==> src/rtl/instr_fetch_unit.sv <==
// Instruction fetch front end: owns the PC, fetches 16-bit words from imem and queues them for decode.
// Optional branch hold when FETCH_HOLD_ON_BRANCH_EN is defined.
`timescale 1ns/1ps
module instr_fetch_unit #(
  parameter int                ADDR_W     = 8,
  parameter int                FIFO_DEPTH = 4,
  parameter logic [ADDR_W-1:0] RESET_PC   = '0
) (
  input  logic              clk,
  input  logic              rst_n,
  output logic              imemReq,
  output logic [ADDR_W-1:0] imemAddr,
  input  logic              imemValid,
  input  logic [15:0]       imemData,
  output logic [15:0]       instr,
  output logic [ADDR_W-1:0] instrPC,
  output logic              instrValid,
  input  logic              instrReady,
  input  logic              redirect,
  input  logic [ADDR_W-1:0] redirectPC,
  input  logic              resume
);

  localparam int                PTR_W    = $clog2(FIFO_DEPTH);
  localparam int                CNT_W    = PTR_W + 1;
  localparam logic [CNT_W-1:0]  FULL_CNT = CNT_W'(FIFO_DEPTH);
  localparam logic [PTR_W-1:0]  PTR_ONE  = PTR_W'(1);
  localparam logic [ADDR_W-1:0] PC_ONE   = ADDR_W'(1);

  typedef enum logic [1:0] {IDLE, WAIT, DISCARD} state_e;

  state_e            state_q;
  logic              req_q;
  logic [ADDR_W-1:0] addr_q;
  logic [ADDR_W-1:0] fetch_pc_q;

  logic [15:0]       data_mem_q [FIFO_DEPTH];
  logic [ADDR_W-1:0] pc_mem_q   [FIFO_DEPTH];
  logic [PTR_W-1:0]  wr_ptr_q, rd_ptr_q;
  logic [CNT_W-1:0]  count_q, count_d;

  logic push, pop, hold_d, can_issue;

  // Redirect overrides everything: a same-cycle response is dropped and a same-cycle pop is ignored.
  assign push    = (state_q == WAIT) && imemValid && !redirect;
  assign pop     = (count_q != '0) && instrReady && !redirect;
  assign count_d = redirect ? '0 : (count_q + CNT_W'(push) - CNT_W'(pop));

`ifdef FETCH_HOLD_ON_BRANCH_EN
  logic hold_q;

  // NOTE: always_comb assigns every output a default first, so no path leaves it unassigned (no latch).
  always_comb begin
    hold_d = hold_q;
    if (redirect)                   hold_d = 1'b0;
    else if (push && imemData[15])  hold_d = 1'b1;
    else if (resume)                hold_d = 1'b0;
  end

  always_ff @(posedge clk or negedge rst_n) begin
    if (!rst_n) hold_q <= 1'b0;
    else        hold_q <= hold_d;
  end
`else
  logic unused_resume;
  assign unused_resume = resume;
  assign hold_d        = 1'b0;
`endif

  // Next-cycle occupancy and hold decide issue, so a request goes out the cycle after a response.
  assign can_issue = (count_d < FULL_CNT) && !hold_d;

  // NOTE: sequential state uses non-blocking assignments so every register samples pre-edge values.
  always_ff @(posedge clk or negedge rst_n) begin
    if (!rst_n) begin
      state_q    <= IDLE;
      req_q      <= 1'b0;
      addr_q     <= RESET_PC;
      fetch_pc_q <= RESET_PC;
    end else if (redirect) begin
      fetch_pc_q <= redirectPC;
      if (state_q == WAIT && !imemValid) begin
        state_q <= DISCARD;
      end else if (state_q != IDLE && imemValid) begin
        state_q <= IDLE;
        req_q   <= 1'b0;
      end
    end else begin
      case (state_q)
        IDLE: begin
          if (can_issue) begin
            state_q <= WAIT;
            req_q   <= 1'b1;
            addr_q  <= fetch_pc_q;
          end
        end
        WAIT: begin
          if (imemValid) begin
            fetch_pc_q <= fetch_pc_q + PC_ONE;
            if (can_issue) begin
              addr_q <= fetch_pc_q + PC_ONE;
            end else begin
              state_q <= IDLE;
              req_q   <= 1'b0;
            end
          end
        end
        DISCARD: begin
          if (imemValid) begin
            state_q <= IDLE;
            req_q   <= 1'b0;
          end
        end
        default: begin
          state_q <= IDLE;
          req_q   <= 1'b0;
        end
      endcase
    end
  end

  // NOTE: the small prefetch store is reset so instr/instrPC read 0 out of reset.
  always_ff @(posedge clk or negedge rst_n) begin
    if (!rst_n) begin
      wr_ptr_q <= '0;
      rd_ptr_q <= '0;
      count_q  <= '0;
      for (int i = 0; i < FIFO_DEPTH; i++) begin
        data_mem_q[i] <= '0;
        pc_mem_q[i]   <= '0;
      end
    end else begin
      count_q <= count_d;
      if (redirect) begin
        wr_ptr_q <= '0;
        rd_ptr_q <= '0;
      end else begin
        if (push) begin
          data_mem_q[wr_ptr_q] <= imemData;
          pc_mem_q[wr_ptr_q]   <= fetch_pc_q;
          wr_ptr_q             <= wr_ptr_q + PTR_ONE;
        end
        if (pop) rd_ptr_q <= rd_ptr_q + PTR_ONE;
      end
    end
  end

  assign imemReq    = req_q;
  assign imemAddr   = addr_q;
  assign instr      = data_mem_q[rd_ptr_q];
  assign instrPC    = pc_mem_q[rd_ptr_q];
  assign instrValid = (count_q != '0);

endmodule
==> config.mk <==
export PLATFORM = sky130hd
export DESIGN_NAME = instr_fetch_unit
export DESIGN_NICKNAME = d
export VERILOG_FILES = /design/src/rtl/instr_fetch_unit.sv
export SDC_FILE = /design/constraint.sdc
export NUM_CORES = 1
export LEC_CHECK = 0
export BUFFER_PORTS_ARGS = -buffer_cell sky130_fd_sc_hd__clkbuf_2
export CAP_MARGIN = 5
export CORE_MARGIN = 5
export CORE_UTILIZATION = 53
export DETAILED_ROUTE_END_ITERATION = 8
export GPL_TIMING_DRIVEN = 0
export PLACE_DENSITY = 0.76
export SYNTH_ARGS = -nofsm -noshare
export SYNTH_HDL_FRONTEND = slang
export SYNTH_SLANG_ARGS = --single-unit
==> constraint.sdc <==
create_clock -name clk -period 2.75 [get_ports clk]
set_input_delay 0.55 -clock clk [delete_from_list [all_inputs] [get_ports clk]]
set_output_delay 0.55 -clock clk [all_outputs]
set_load 0.01 [all_outputs]
[Word-level counts from Yosys, hierarchy flattened]
Index checks and enable logic that the tools add are counted.
Word-level totals
  register bits: 122
  bits in latches: 0
  memory bits (writable): 0
  bits in read-only memories: 0
  input port bits: 30
  output and inout port bits: 34
  logic and storage cells: 101
  memories: 0
Operators by class
  add/subtract/negate cells: 5
  $mul: 0
  div/mod/pow operators: 0
  order comparisons: 4
  equality and inequality tests: 12
  shift-type cells: 0
  muxes and demuxes: 40
  bitwise logic cells: 3
  reduce and logical (&&, ||, !) cells: 22
Operators by type and width (count)
  $mux W8: 9
  $bwmux W64: 1
  $mux W16: 3
  $bmux W16 S2: 1
  $bwmux W32: 1
  $demux W16 S2: 1
  $mux W2: 11
  $bmux W8 S2: 1
  $demux W8 S2: 1
  $pmux W8 S2: 1
  $ne A3 B3 Y1 const B: 4
  $reduce_bool A2 Y1: 6
  $reduce_and A5 Y1: 2
  $add A8 B1 Y8 const B: 1
  $ne A2 B2 Y1 const B: 4
  $logic_and A1 B1 Y1: 7
  $mux W1: 7
  $ge A3 B3 Y1 const B: 2
  $not A2 Y3: 2
  $pmux W2 S3: 1
  $reduce_and A6 Y1: 1
  $add A2 B1 Y2 const B: 2
  $reduce_and A2 Y1: 2
  $add A3 B1 Y3: 1
  13 further kinds: 14

[Depth between registers and ports, before layout]
Gate-level depths: netlist of run 1.
  depth in word-level cells: 11
  depth in mapped cells: 14
  mapped depth without buffers: 12

[Worst setup path after synthesis of run 1]
OpenSTA, ideal clock, no wires.
  kind: input to register
  start: input redirect
  end: register addr_q[1] (netlist: imemAddr[1])
  setup time: 129 ps
  arrival time: 2703 ps
  data required time: 2621 ps
  path slack: -82 ps
  stages: 13
  path buffers: 3
  path through: clkbuf_1 > clkbuf_1 > nor2_1 > ha_1 > inv_1 > ha_1 > inv_1 > fa_1 > xnor3_1 > nand3_1 > buf_2 > nand2_1 > o21ai_0
Between the ends
  cells in the longest elaborated chain, start to end: 8
  elaborated cells between the ends (all ways): 11
  those cells by class: add/sub: 2; order compare: 1; eq/ne: 2; mux: 1; bitwise: 1; reduce/logical: 4
RTL lines
  start: declaration: line 19  | input logic redirect,
  $logic_not A1 Y1: line 45, 46
  $logic_and A1 B1 Y1: line 45  | assign push = (state_q == WAIT) && imemValid && !redirect;
  $add A3 B1 Y3: line 47  | assign count_d = redirect ? '0 : (count_q + CNT_W'(push) - CNT_W'(pop));
  $sub A3 B1 Y3: line 47
  $mux W3: line 47
  $lt A3 B3 Y1: line 71  | assign can_issue = (count_d < FULL_CNT) && !hold_d;
  $ne A2 B2 Y1 (no line)
  $reduce_and A5 Y1 (no line) (*)
  end signal: assignment: line 94  | addr_q <= fetch_pc_q;
  end signal: assignment: line 101  | addr_q <= fetch_pc_q + PC_ONE;
  end: declaration: line 34  | logic [ADDR_W-1:0] addr_q;
Every way passes the cells marked *; elsewhere a longest branch is shown, timed or not.
A chain may end at the register's enable or synchronous reset.

[Worst setup path after layout of run 1]
  start: register rd_ptr_q[0]
  end: output instrPC[4]
Between the ends
  cells in the longest elaborated chain, start to end: 4
RTL lines
  start: declaration: line 39  | logic [PTR_W-1:0] wr_ptr_q, rd_ptr_q;
  start signal: assignment: line 143  | if (pop) rd_ptr_q <= rd_ptr_q + PTR_ONE;
  $not A2 Y3 (implied by the code): line 151  | assign instrPC = pc_mem_q[rd_ptr_q];
  $bmux W8 S2: line 151
  $mux W8 (implied by the code) (2 in a row): line 151
  end: declaration: line 16  | output logic [ADDR_W-1:0] instrPC,
No other way between the ends. The select of a mux whose other input is x is not followed.

==> results of run 1 <==
## per-layer routing
| layer | track usage | wire length [um] |
|---|---|---|
| met2 | 0.3031 | 5487 |
| met3 | 0.04775 | 494 |
| met1 | 0.2317 | 4834 |
| met5 | 0 | 0 |
| met4 | 0.07363 | 219 |
## cells by family after synthesis
kind of cell             share of synthesized area
flip-flops                                  0.5346
buffers and inverters                      0.03593
AND/OR/NAND/NOR                            0.05872
XOR/XNOR                                   0.02848
AO/OA/AOI/OAI                              0.02104
multiplexers                                0.3024
adder cells (fa/ha/maj)                    0.01884
## layout make-up
| cell class | count | area share |
|---|---|---|
| flip-flops and latches | 122 | 0.4473 |
| multi-input cells | 233 | 0.3621 |
| clock buffers | 24 | 0.06599 |
| repair buffers | 67 | 0.05225 |
| plain buffers | 26 | 0.02841 |
| well taps | 140 | 0.02566 |
| clock inverters | 8 | 0.01393 |
| inverters | 8 | 0.004400 |
## placed cells by master, fill, tap and decap left out, drive strengths merged
cell type,instances
xor2,3
buf,23
fa,1
ha,7
o2bb2ai,1
nor2b,2
a21oi,3
nand2,28
dfrtp,122
mux2,96
xnor3,1
nand3,5
or3,1
clkinvlp,2
a22oi,1
o32ai,1
bufinv,2
xnor2,13
nand2b,3
nor3,6
clkinv,4
nand4,1
mux2i,3
o21ai,16
nor2,15
clkbuf,94
inv,8
and3b,1
mux4,24
nand3b,1
## power by group
group          total [mW]  leakage (nW)  switching, mW  internal (mW)
clock                2.04         0.263          0.738           1.30
sequential           2.56          1.61          0.262           2.29
combinational        2.28          1.50           1.03           1.25
## flip-flops by register name, summed over array words and instances (netlist names)
register / flops
data_mem_q: 64
pc_mem_q: 32
fetch_pc_q: 8
imemAddr: 8
count_q: 3
rd_ptr_q: 2
state_q: 2
wr_ptr_q: 2
imemReq: 1
## repair_timing
| action | in CTS | in global routing |
|---|---|---|
| setup endpoints to repair | 26 | 11 |
| pin swaps | 1 | 0 |
| resized for setup | 9 | 5 |
| buffers inserted | 2 | 3 |
## synthesized netlist by cell type
library cell	n
dfrtp_1	122
mux2_2	76
mux4_2	24
nand2_1	24
mux2_4	20
o21ai_0	16
nor2_1	14
xnor2_1	13
clkbuf_1	9
buf_2	8
buf_6	8
inv_1	8
ha_1	7
nor3_1	6
nand3_1	5
nand2_4	4
a21oi_1	3
mux2i_1	3
nand2b_1	3
xor2_1	3
nor2b_1	2
a22oi_1	1
and3b_1	1
buf_1	1
buf_4	1
fa_1	1
nand3b_4	1
nand4_1	1
nor2_8	1
o2bb2ai_1	1
o32ai_1	1
or3_1	1
xnor3_1	1
## worst min-delay path by stage
| stage | end | slack (ps) |
|---|---|---|
| after floorplan | count_q[0]$_DFF_PN0_ | 250 |
| after global placement | imemAddr[5]$_DFFE_PN0P_ | 470 |
| after detailed placement | imemAddr[1]$_DFFE_PN0P_ | 470 |
| after CTS | fetch_pc_q[4]$_DFFE_PN0P_ | 220 |
| after global routing | fetch_pc_q[0]$_DFFE_PN0P_ | 240 |
| final | data_mem_q[1]$_DFFE_PN0P_ | 170 |
## through the flow
step	setup TNS [ps]	cell area [um2]
2_1_floorplan	0	5712
3_3_place_gp	-74500	6197
3_5_place_dp	-5939	6206
4_1_cts	0	6789
5_1_grt	-1.255	6825
6_report	0	6825
## critical path, cell delays in order, from the launching register on
cell and delay, ps:
dfrtp_1 330, buf_2 290, buf_6 240, mux4_2 560, clkbuf_2 150
==> out/metrics.csv, run 1 <==
stage,metric,value,unit
floorplan,coreArea,10700,um2
clocking,htreeDepth,4,
synth,yosys.area.top_type,dfrtp_1,
cells_and_area,areaGrowthSynthToFinish,19.52,%
cells_and_area,multi_input_area,2471,um2
grt,grt_max_degree,123,
timing,max_freq,377.5,MHz
cells_and_area,ff_latch_area,3053,um2
grt,antenna_found_initial,0,
setup_path,crit_path_end_kind,primary output,
min_path,hp-class,in -> async,
cells_and_area,fin_cells,628,
detailed_routing,drt_iter0_markers,181,
setup_path,r2r_start,count_q[0]$_DFF_PN0_,
clocking,root_buffer,clkbuf_8,
clocking,cts.sinks,122,
timing,setup-violations-final,0,
detailed_routing,drt_wl_total,11.04,mm
timing,maxSlewHeadroom,0.3643,
timing,final_hold_viol_count,0,
setup_path,crit_type,reg -> out,
detailed_routing,dr.pass1.iters,4,
cells_and_area,final_util,0.6380,
pwr,ir_worst_vdd,0.0004887,V
cells_and_area,fillers,809,
run_status,status,finished clean,
synth,avgSynthCellArea,14.64,um2
synth,syn_inst,390,
cells_and_area,layout-drive-gt1-share,0.4959,
timing,slew_viol_final,0,
floorplan,rows,38,
pwr,p_total,6.876,mW
clocking,clkLatencyLatePin,520,ps
setup_path,arrival,2100,ps
clocking,clk_pin_slew,50,ps
placed_design,portBuffers,62,
setup_path,cp-start-kind,flip-flop,
setup_path,rrSetupSlack,150,ps
placed_design,dpl_worst_slack,-686.2,ps
detailed_routing,routedWlPerCell,17.57,um
synth,synth_top_area_share,0.5346,
floorplan,fp.dieW,113.8,um
setup_path,critPathMaxFanout,10,
setup_path,worst_ep_required_time,2200,ps
setup_path,ff2ff_path_depth,12,
synth,ys_warn_count,0,
grt,grt_pass1_vias,3721,
floorplan,die_h,113.8,um
detailed_routing,routed_via_density,5.385,
setup_path,crit_end,instrPC[4],
detailed_routing,drcViolationCount,0,
synth,synth_nets,428,
clocking,cts_hold_buf,0,
placed_design,dpl.hpwl,7.277,mm
timing,setup_ws,100.7,ps
synth,syn_area,5710,um2
pwr,p_leak,3.367,nW
floorplan,dieArea,12950,um2
grt,grt_use_total,0.1833,
cells_and_area,antenna_cells,0,
floorplan,start_util,0.5338,
floorplan,io-pin-count,64,
flow_run,maxCapViolCount,0,
placed_design,routabilityCongestion,0.7552,
grt,grt_pass1_wl,18.40,mm
detailed_routing,ant_nets,0,
detailed_routing,vias,3382,
cells_and_area,nets,513,
clocking,cts_buffer_depth,2,
timing,tightestPinTransition,953.6,ps
placed_design,post-place-cells,592,
synth,yosysSeqAreaShare,0.5346,
synth,synth-seq-cells,122,
clocking,cts_tree,yes,
clocking,cts_buffers,17,
timing,fin_skew,9.092,ps
synth,yosys-top-cells-area,"dfrtp_1, mux2_2, mux4_2",
timing,whs,165.7,ps
pwr,p_per_area,1007,nW/um2
setup_path,r2r_end,imemReq$_DFFE_PN0P_,
setup_path,startpoint,rd_ptr_q[0]$_DFFE_PN0P_,
timing,min_period_over_period,0.9634,
synth,yosysUniqueCellTypes,33,
grt,overflow,0,
timing,fin_crit,2649,ps
Power figures use the tool's default switching activity.
==> inputs of run 2 (changes only) <==
--- a/config.mk
+++ b/config.mk
@@ -5,6 +5,7 @@
 export SDC_FILE = /design/constraint.sdc
 export NUM_CORES = 1
 export LEC_CHECK = 0
+export ABC_AREA = 1
 export BUFFER_PORTS_ARGS = -buffer_cell sky130_fd_sc_hd__clkbuf_2
 export CAP_MARGIN = 5
 export CORE_MARGIN = 5
==> run 2 against run 1 <==
Against the previous run: the run now ends with hold timing left; synthesized cell count rose by 71%; total power is 4.6% higher; first-iteration DRC count grew to 2.7 times the previous value; critical path type unchanged.
==> out/metrics.csv, run 2 <==
stage,metric,value,unit,change
run_status,status,finished with violations,,
run_status,violations,hold timing,,
clocking,cts_tree,yes,,
clocking,htreeDepth,4,,unchanged
setup_path,r2r_end,imemAddr[0]$_DFFE_PN0P_,,
setup_path,cp-start-kind,flip-flop,,
grt,grt_max_degree,64,,-48%
pwr,ir_worst_vdd,0.0006837,V,+40%
min_path,hp-class,in -> async,,
cells_and_area,ff_latch_area,3053,um2,unchanged
pwr,seq_power_share,0.359,,-0.013
grt,grt_use_total,0.2478,,+0.06451
setup_path,critPathMaxFanout,10,,unchanged
cells_and_area,largest-register,data_mem_q,,
synth,syn_inst,665,,+71%
grt,grt_pass1_wl,25.20,mm,+37%
pwr,intPower,4.618,mW,-4.7%
grt,grt_pass1_vias,5251,,+41%
timing,max_freq,377.9,MHz,+0.11%
setup_path,worst_ep_required_time,2200,ps,about the same
cells_and_area,nets,790,,+54%
cells_and_area,mostFrequentLayoutCells,"nand2_1, dfrtp_1, o21ai_0",,
detailed_routing,routed_via_density,5.635,,+4.6%
clocking,clkLatencyLatePin,540,ps,+20 ps
timing,fin_skew,5.211,ps,-3.881 ps
detailed_routing,drt_wl_total,15.15,mm,+37%
cells_and_area,multi_input_area,2247,um2,-9.1%
setup_path,ff2ff_path_depth,17,,+5
floorplan,die_h,113.6,um,-0.21%
timing,rsz0062_at_grt,yes,,
clocking,root_buffer,clkbuf_8,,
detailed_routing,drt_iter0_markers,489,,+170%
timing,tightestPinTransition,614.0,ps,-339.6 ps
cells_and_area,layout-drive-gt1-share,0.1913,,-0.3046
setup_path,arrival,2100,ps,about the same
clocking,cts_hold_buf,0,,unchanged
timing,slew_viol_final,0,,unchanged
setup_path,crit_type,reg -> out,,
timing,final_hold_viol_count,8,,+8
timing,setup-violations-final,0,,unchanged
setup_path,crit_path_top_delay_cell,dfrtp_1,,
floorplan,io-pin-count,64,,unchanged
pwr,p_leak,3.441,nW,+2.2%
synth,ys_warn_count,0,,unchanged
synth,synth_commonest_cells,"nand2_1, dfrtp_1, o21ai_0",,
cells_and_area,mostFrequentLayoutCell,nand2_1,,
timing,whs,-13.76,ps,-179.4 ps
pwr,p_comb_frac,0.338,,+0.007
synth,syn_area,5684,um2,-0.46%
synth,yosysSeqAreaShare,0.5371,,+0.002471
detailed_routing,ant_nets,0,,unchanged
cells_and_area,top_regs,"data_mem_q (64), pc_mem_q (32)",,
clocking,cts_buffer_depth,2,,unchanged
timing,maxSlewHeadroom,0.5906,,+0.2264
timing,tns,0,ps,unchanged
pwr,p_clk_frac,0.303,,+0.006
placed_design,dpl.hpwl,10.08,mm,+39%
detailed_routing,dr.pass1.iters,6,,+2
pwr,swShare,0.3580,,+0.06249
synth,yosysUniqueCellTypes,26,,-21%
synth,synthFlopType,dfrtp_1,,
cells_and_area,largest_register_ffs,64,,unchanged
placed_design,portBuffers,61,,-1.6%
clocking,clk_pin_slew,60,ps,about the same
synth,synth-edff-count,0,,unchanged
floorplan,start_util,0.5457,,+0.01190
grt,antenna_found_initial,0,,unchanged
synth,yosys.area.top_type,dfrtp_1,,
floorplan,fp.dieW,113.6,um,-0.21%
placed_design,place_area,6196,um2,-0.16%
setup_path,cp_cell_sequence,"inv_1, clkbuf_2, o21ai_0, o22ai_1, clkbuf_2",,
floorplan,dieArea,12900,um2,-0.42%
clocking,cts_buffers,17,,unchanged
cells_and_area,fin_area,6862,um2,+0.53%
synth,synth_nets,703,,+64%
setup_path,crit_top_cell,clkbuf_2,,
clocking,cts.sinks,122,,unchanged
setup_path,cpPeakStageDelay,450,ps,-110 ps
detailed_routing,vias,5066,,+50%
setup_path,rrSetupSlack,170,ps,+20 ps
floorplan,rows,37,,-2.6%
detailed_routing,routedWlPerCell,16.85,um,-4.1%
cells_and_area,antenna_cells,0,,unchanged
flow_run,maxCapViolCount,0,,unchanged
placed_design,routabilityCongestion,0.8224,,+8.9%
cells_and_area,areaGrowthSynthToFinish,20.71,%,
timing,fin_crit,2647,ps,-2.800 ps
synth,ys_async_sr_fraction,1.000,,unchanged
pwr,p_per_area,1048,nW/um2,+4.0%
detailed_routing,drcViolationCount,0,,unchanged
floorplan,coreArea,10420,um2,-2.6%
pwr,p_total,7.192,mW,+4.6%
synth,avgSynthCellArea,8.548,um2,-42%
cells_and_area,final_util,0.6587,,+0.02073
synth,yosys-top-cells-area,"dfrtp_1, nand2_1, o21ai_0",,
setup_path,r2r_start,state_q[0]$_DFFE_PN0P_,,
synth,synth_top_area_share,0.5371,,+0.002471
cells_and_area,fillers,839,,+3.7%
timing,min_period_over_period,0.9624,,-0.001018
pwr,switching_power,2.575,mW,+27%
grt,overflow,0,,unchanged
synth,synth_most_common_cell,nand2_1,,
synth,synth-seq-cells,122,,unchanged
setup_path,crit_path_end_kind,primary output,,
[run 2: cell count changes in the layout (fill, tap and decap cells not counted), sizes merged, moves of 6 or more]
cell	before	now
nand2	28	178
o21ai	16	157
mux2	96	0
nor2	15	57
inv	8	47
mux4	24	0
o22ai	0	24
xnor2	13	0
nand3	5	15
clkbuf	94	102
o211ai	0	7
nand4	1	7
nor3	6	0
[run 2: critical path, delay by kind of cell (launching register included)]
| family | cells | cell delay (ps) |
|---|---|---|
| compound gates | 2 | 360 |
| buf+inv | 3 | 750 |
| flops | 1 | 450 |
[run 2: layout make-up]
cell class              instances  share of cell area
clock inverters                 9             0.01787
flip-flops and latches        122              0.4449
clock buffers                  21             0.06546
plain buffers                  38             0.03756
inverters                      48             0.02662
well taps                     136             0.02480
multi-input cells             458              0.3275
repair buffers                 67             0.05525
[run 2: timing repair]
action                     CTS  global route
gates resized for setup     11             9
pin swaps                    1             2
setup endpoints to repair   22            21
cloned                       0             1
setup buffers                1             4
[run 2: power groups by stage]
| stage | Sequential [mW] | Combinational [mW] | Clock (mW) |
|---|---|---|---|
| 2_1_floorplan | 2.56 | 1.48 | 0 |
| 3_3_place_gp | 2.57 | 2.22 | 0 |
| 3_5_place_dp | 2.59 | 2.30 | 0 |
| 4_1_cts | 2.57 | 2.36 | 2.20 |
| 5_1_grt | 2.64 | 2.73 | 2.29 |
| 6_report | 2.58 | 2.43 | 2.18 |
[run 2: kinds of logic (layout without fill, tap and decap cells)]
logic type               count (synthesis)  count (layout)  synth area share
AO/OA/AOI/OAI                          190             190            0.1836
XOR/XNOR                                 3               3          0.004623
adder cells (fa/ha/maj)                  8               8           0.01893
buffers and inverters                   86             183           0.07396
flip-flops                             122             122            0.5371
AND/OR/NAND/NOR                        256             257            0.1818
[run 2: through the flow]
step                cells  hold WS [ps]  worst slack [ps]
floorplan             665         254.4             11.03
global placement      862         460.2            -625.7
detailed placement    863         464.0            -387.3
CTS                   894         6.169             20.39
global route          899         13.08            -6.949
finish                899        -13.76             103.5
[run 2: how the worst max path moves through the flow]
stage / from / end / slack [ps] / cells after the start
after floorplan: redirect / imemAddr[6]$_DFFE_PN0P_ / 10 / 16
after global placement: rst_n / imemAddr[6]$_DFFE_PN0P_ / -630 / 1
after detailed placement: redirect / imemAddr[3]$_DFFE_PN0P_ / -390 / 15
after CTS: state_q[0]$_DFFE_PN0P_ / imemAddr[0]$_DFFE_PN0P_ / 20 / 17
after global routing: state_q[0]$_DFFE_PN0P_ / imemAddr[0]$_DFFE_PN0P_ / -7 / 17
final: rd_ptr_q[1]$_DFFE_PN0P_ / instrPC[1] / 100 / 5
[run 2: routing by layer]
layer,part of all wire,track usage,routed length [um],vias to the layer above
met2,0.50,0.4056,7598,194
met4,0.031,0.1194,466,0
met1,0.41,0.3046,6249,2452
met5,0,0,0,-
met3,0.055,0.06684,833,46
li1,-,-,-,2374
==> inputs of run 3 (changes only) <==
--- a/config.mk
+++ b/config.mk
@@ -9,10 +9,10 @@
 export BUFFER_PORTS_ARGS = -buffer_cell sky130_fd_sc_hd__clkbuf_2
 export CAP_MARGIN = 5
 export CORE_MARGIN = 5
-export CORE_UTILIZATION = 53
+export CORE_UTILIZATION = 31
 export DETAILED_ROUTE_END_ITERATION = 8
 export GPL_TIMING_DRIVEN = 0
-export PLACE_DENSITY = 0.76
+export PLACE_DENSITY = 0.51
 export SYNTH_ARGS = -nofsm -noshare
 export SYNTH_HDL_FRONTEND = slang
 export SYNTH_SLANG_ARGS = --single-unit
==> run 3 against run 2 <==
Against the previous run: the run now ends clean; sequential power is essentially flat; clock power grew 11%; utilization down 27 points; global-route usage shrank 9.0 points; routed wire length up 8.1%; cell area is 2.6% higher; total power up 3.4%; first-iteration DRC count is 47% lower; critical endpoint unchanged.
==> out/metrics.csv, run 3 (synthesis gave the netlist of run 2 again) <==
stage,metric,value,unit,change
run_status,status,finished clean,,
setup_path,worst_ep_required_time,2200,ps,about the same
timing,whs,32.77,ps,+46.53 ps
setup_path,ff2ff_path_depth,17,,unchanged
grt,overflow,0,,unchanged
timing,tightestPinTransition,665.0,ps,+50.92 ps
clocking,root_buffer,clkbuf_16,,
setup_path,r2r_end,state_q[1]$_DFFE_PN0P_,,
setup_path,arrival,2050,ps,-50 ps
grt,grt_pass1_wl,26.94,mm,+6.9%
timing,fin_skew,8.009,ps,+2.798 ps
clocking,cts.sinks,122,,unchanged
setup_path,crit_type,reg -> out,,
clocking,clkLatencyLatePin,420,ps,-120 ps
cells_and_area,final_util,0.3907,,-0.2681
cells_and_area,layout-drive-gt1-share,0.1922,,+0.0008069
pwr,p_leak,3.466,nW,+0.72%
cells_and_area,largest_register_ffs,64,,unchanged
setup_path,rrSetupSlack,180,ps,about the same
cells_and_area,nets,790,,unchanged
setup_path,critPathMaxFanout,10,,unchanged
min_path,hp-class,in -> async,,
cells_and_area,fin_cells,994,,+11%
timing,slew_viol_final,0,,unchanged
timing,max_freq,385.3,MHz,+2.0%
setup_path,cp-start-kind,flip-flop,,
pwr,intPower,4.812,mW,+4.2%
floorplan,coreArea,18020,um2,+73%
grt,grt_pass1_vias,5025,,-4.3%
clocking,cts_buffers,17,,unchanged
detailed_routing,ant_nets,0,,unchanged
detailed_routing,drt_iter0_markers,258,,-47%
cells_and_area,mostFrequentLayoutCell,nand2_1,,
clocking,cts_buffer_depth,2,,unchanged
pwr,swShare,0.3529,,-0.005035
cells_and_area,areaGrowthSynthToFinish,23.88,%,
grt,grt_max_degree,92,,+44%
detailed_routing,drt_wl_total,16.37,mm,+8.1%
detailed_routing,routedWlPerCell,16.47,um,-2.3%
clocking,cts_tree,yes,,
cells_and_area,largest-register,data_mem_q,,
cells_and_area,multi_input_area,2240,um2,-0.33%
floorplan,io-pin-count,64,,unchanged
placed_design,routabilityCongestion,0.8186,,-0.46%
floorplan,dieArea,21140,um2,+64%
cells_and_area,fillers,1875,,+120%
detailed_routing,routed_via_density,4.961,,-12%
clocking,htreeDepth,4,,unchanged
pwr,p_clk_frac,0.327,,+0.024
placed_design,dpl.hpwl,11.14,mm,+10%
timing,maxSlewHeadroom,0.5567,,-0.03394
placed_design,post-place-cells,956,,+11%
floorplan,die_h,145.4,um,+28%
placed_design,place_area,6312,um2,+1.9%
cells_and_area,mostFrequentLayoutCells,"nand2_1, dfrtp_1, o21ai_0",,
cells_and_area,top_regs,"data_mem_q (64), pc_mem_q (32)",,
cells_and_area,antenna_cells,0,,unchanged
timing,setup-violations-final,0,,unchanged
grt,antenna_found_initial,0,,unchanged
floorplan,rows,49,,+32%
pwr,p_total,7.436,mW,+3.4%
timing,final_hold_viol_count,0,,-8
timing,min_period_over_period,0.9438,,-0.01854
floorplan,fp.dieW,145.4,um,+28%
pwr,ir_worst_vdd,0.0005096,V,-25%
pwr,seq_power_share,0.346,,-0.013
cells_and_area,fin_area,7042,um2,+2.6%
timing,fin_crit,2596,ps,-50.98 ps
floorplan,start_util,0.3154,,-0.2304
clocking,clk_pin_slew,60,ps,about the same
placed_design,portBuffers,61,,unchanged
grt,grt_use_total,0.1582,,-0.08962
detailed_routing,dr.pass1.iters,5,,-1
cells_and_area,ff_latch_area,3053,um2,unchanged
pwr,p_comb_frac,0.327,,-0.011
clocking,cts_hold_buf,0,,unchanged
detailed_routing,vias,4931,,-2.7%
setup_path,r2r_start,state_q[0]$_DFFE_PN0P_,,
flow_run,maxCapViolCount,0,,unchanged
pwr,p_per_area,1056,nW/um2,+0.75%
setup_path,crit_path_end_kind,primary output,,
pwr,switching_power,2.625,mW,+1.9%
detailed_routing,drcViolationCount,0,,unchanged
[run 3: changes by cell type in the layout (fill, tap and decap cells not counted), sizes merged]
cell,previous run,this run
bufinv,3,4
clkinv,6,5
clkinvlp,1,3
[run 3: area by class of cell]
type,count,share of cell area
Inverter,48,0.02594
Clock buffer,21,0.06823
Multi-Input combinational cell,458,0.3181
Timing Repair Buffer,67,0.05384
Clock inverter,11,0.02363
Sequential cell,122,0.4335
Tap cell,229,0.04069
Buffer,38,0.03607
[run 3: worst max-delay path: stages, from the launching register on]
cell and delay, ps:
dfrtp_1 420, inv_1 120, clkbuf_2 240, clkbuf_2 320, nor2_1 70, o22ai_1 280, clkbuf_2 190
[run 3: timing repair]
| action | CTS | global route |
|---|---|---|
| buffers inserted | 2 | 3 |
| gates resized for setup | 9 | 6 |
| pin swaps | 1 | 2 |
| cloned | 1 | 0 |
| endpoints found under the setup margin | 21 | 21 |
[run 3: power by group through the flow]
stage                     clock [mW]  combinational (mW)  sequential [mW]
after CTS                       2.48                2.44             2.57
after global routing            2.56                2.75             2.64
after global placement             0                2.31             2.58
after floorplan                    0                1.48             2.56
final                           2.43                2.43             2.57
after detailed placement           0                2.35             2.60
[run 3: how the worst max path moves through the flow]
stage / from / end / slack (ps) / cells after the start
after CTS: rd_ptr_q[1]$_DFFE_PN0P_ / instr[13] / 30 / 5
after global routing: state_q[0]$_DFFE_PN0P_ / state_q[1]$_DFFE_PN0P_ / -4 / 17
after detailed placement: redirect / imemAddr[7]$_DFFE_PN0P_ / -410 / 15
after floorplan: redirect / imemAddr[6]$_DFFE_PN0P_ / 10 / 16
after global placement: rst_n / fetch_pc_q[6]$_DFFE_PN0P_ / -740 / 1
final: rd_ptr_q[0]$_DFFE_PN0P_ / instrPC[1] / 150 / 6
[run 3: routing by layer]
metal  track usage  share of wire
met1        0.2074           0.44
met2        0.2652           0.50
met3       0.03644          0.054
met4       0.04104         0.0078
met5             0              0
[run 3: stage by stage]
stage	setup slack (ps)	setup TNS, ps
2_1_floorplan	11.03	0
3_3_place_gp	-741.9	-92420
3_5_place_dp	-409.8	-3692
4_1_cts	25.46	0
5_1_grt	-4.052	-4.052
6_report	154.5	0
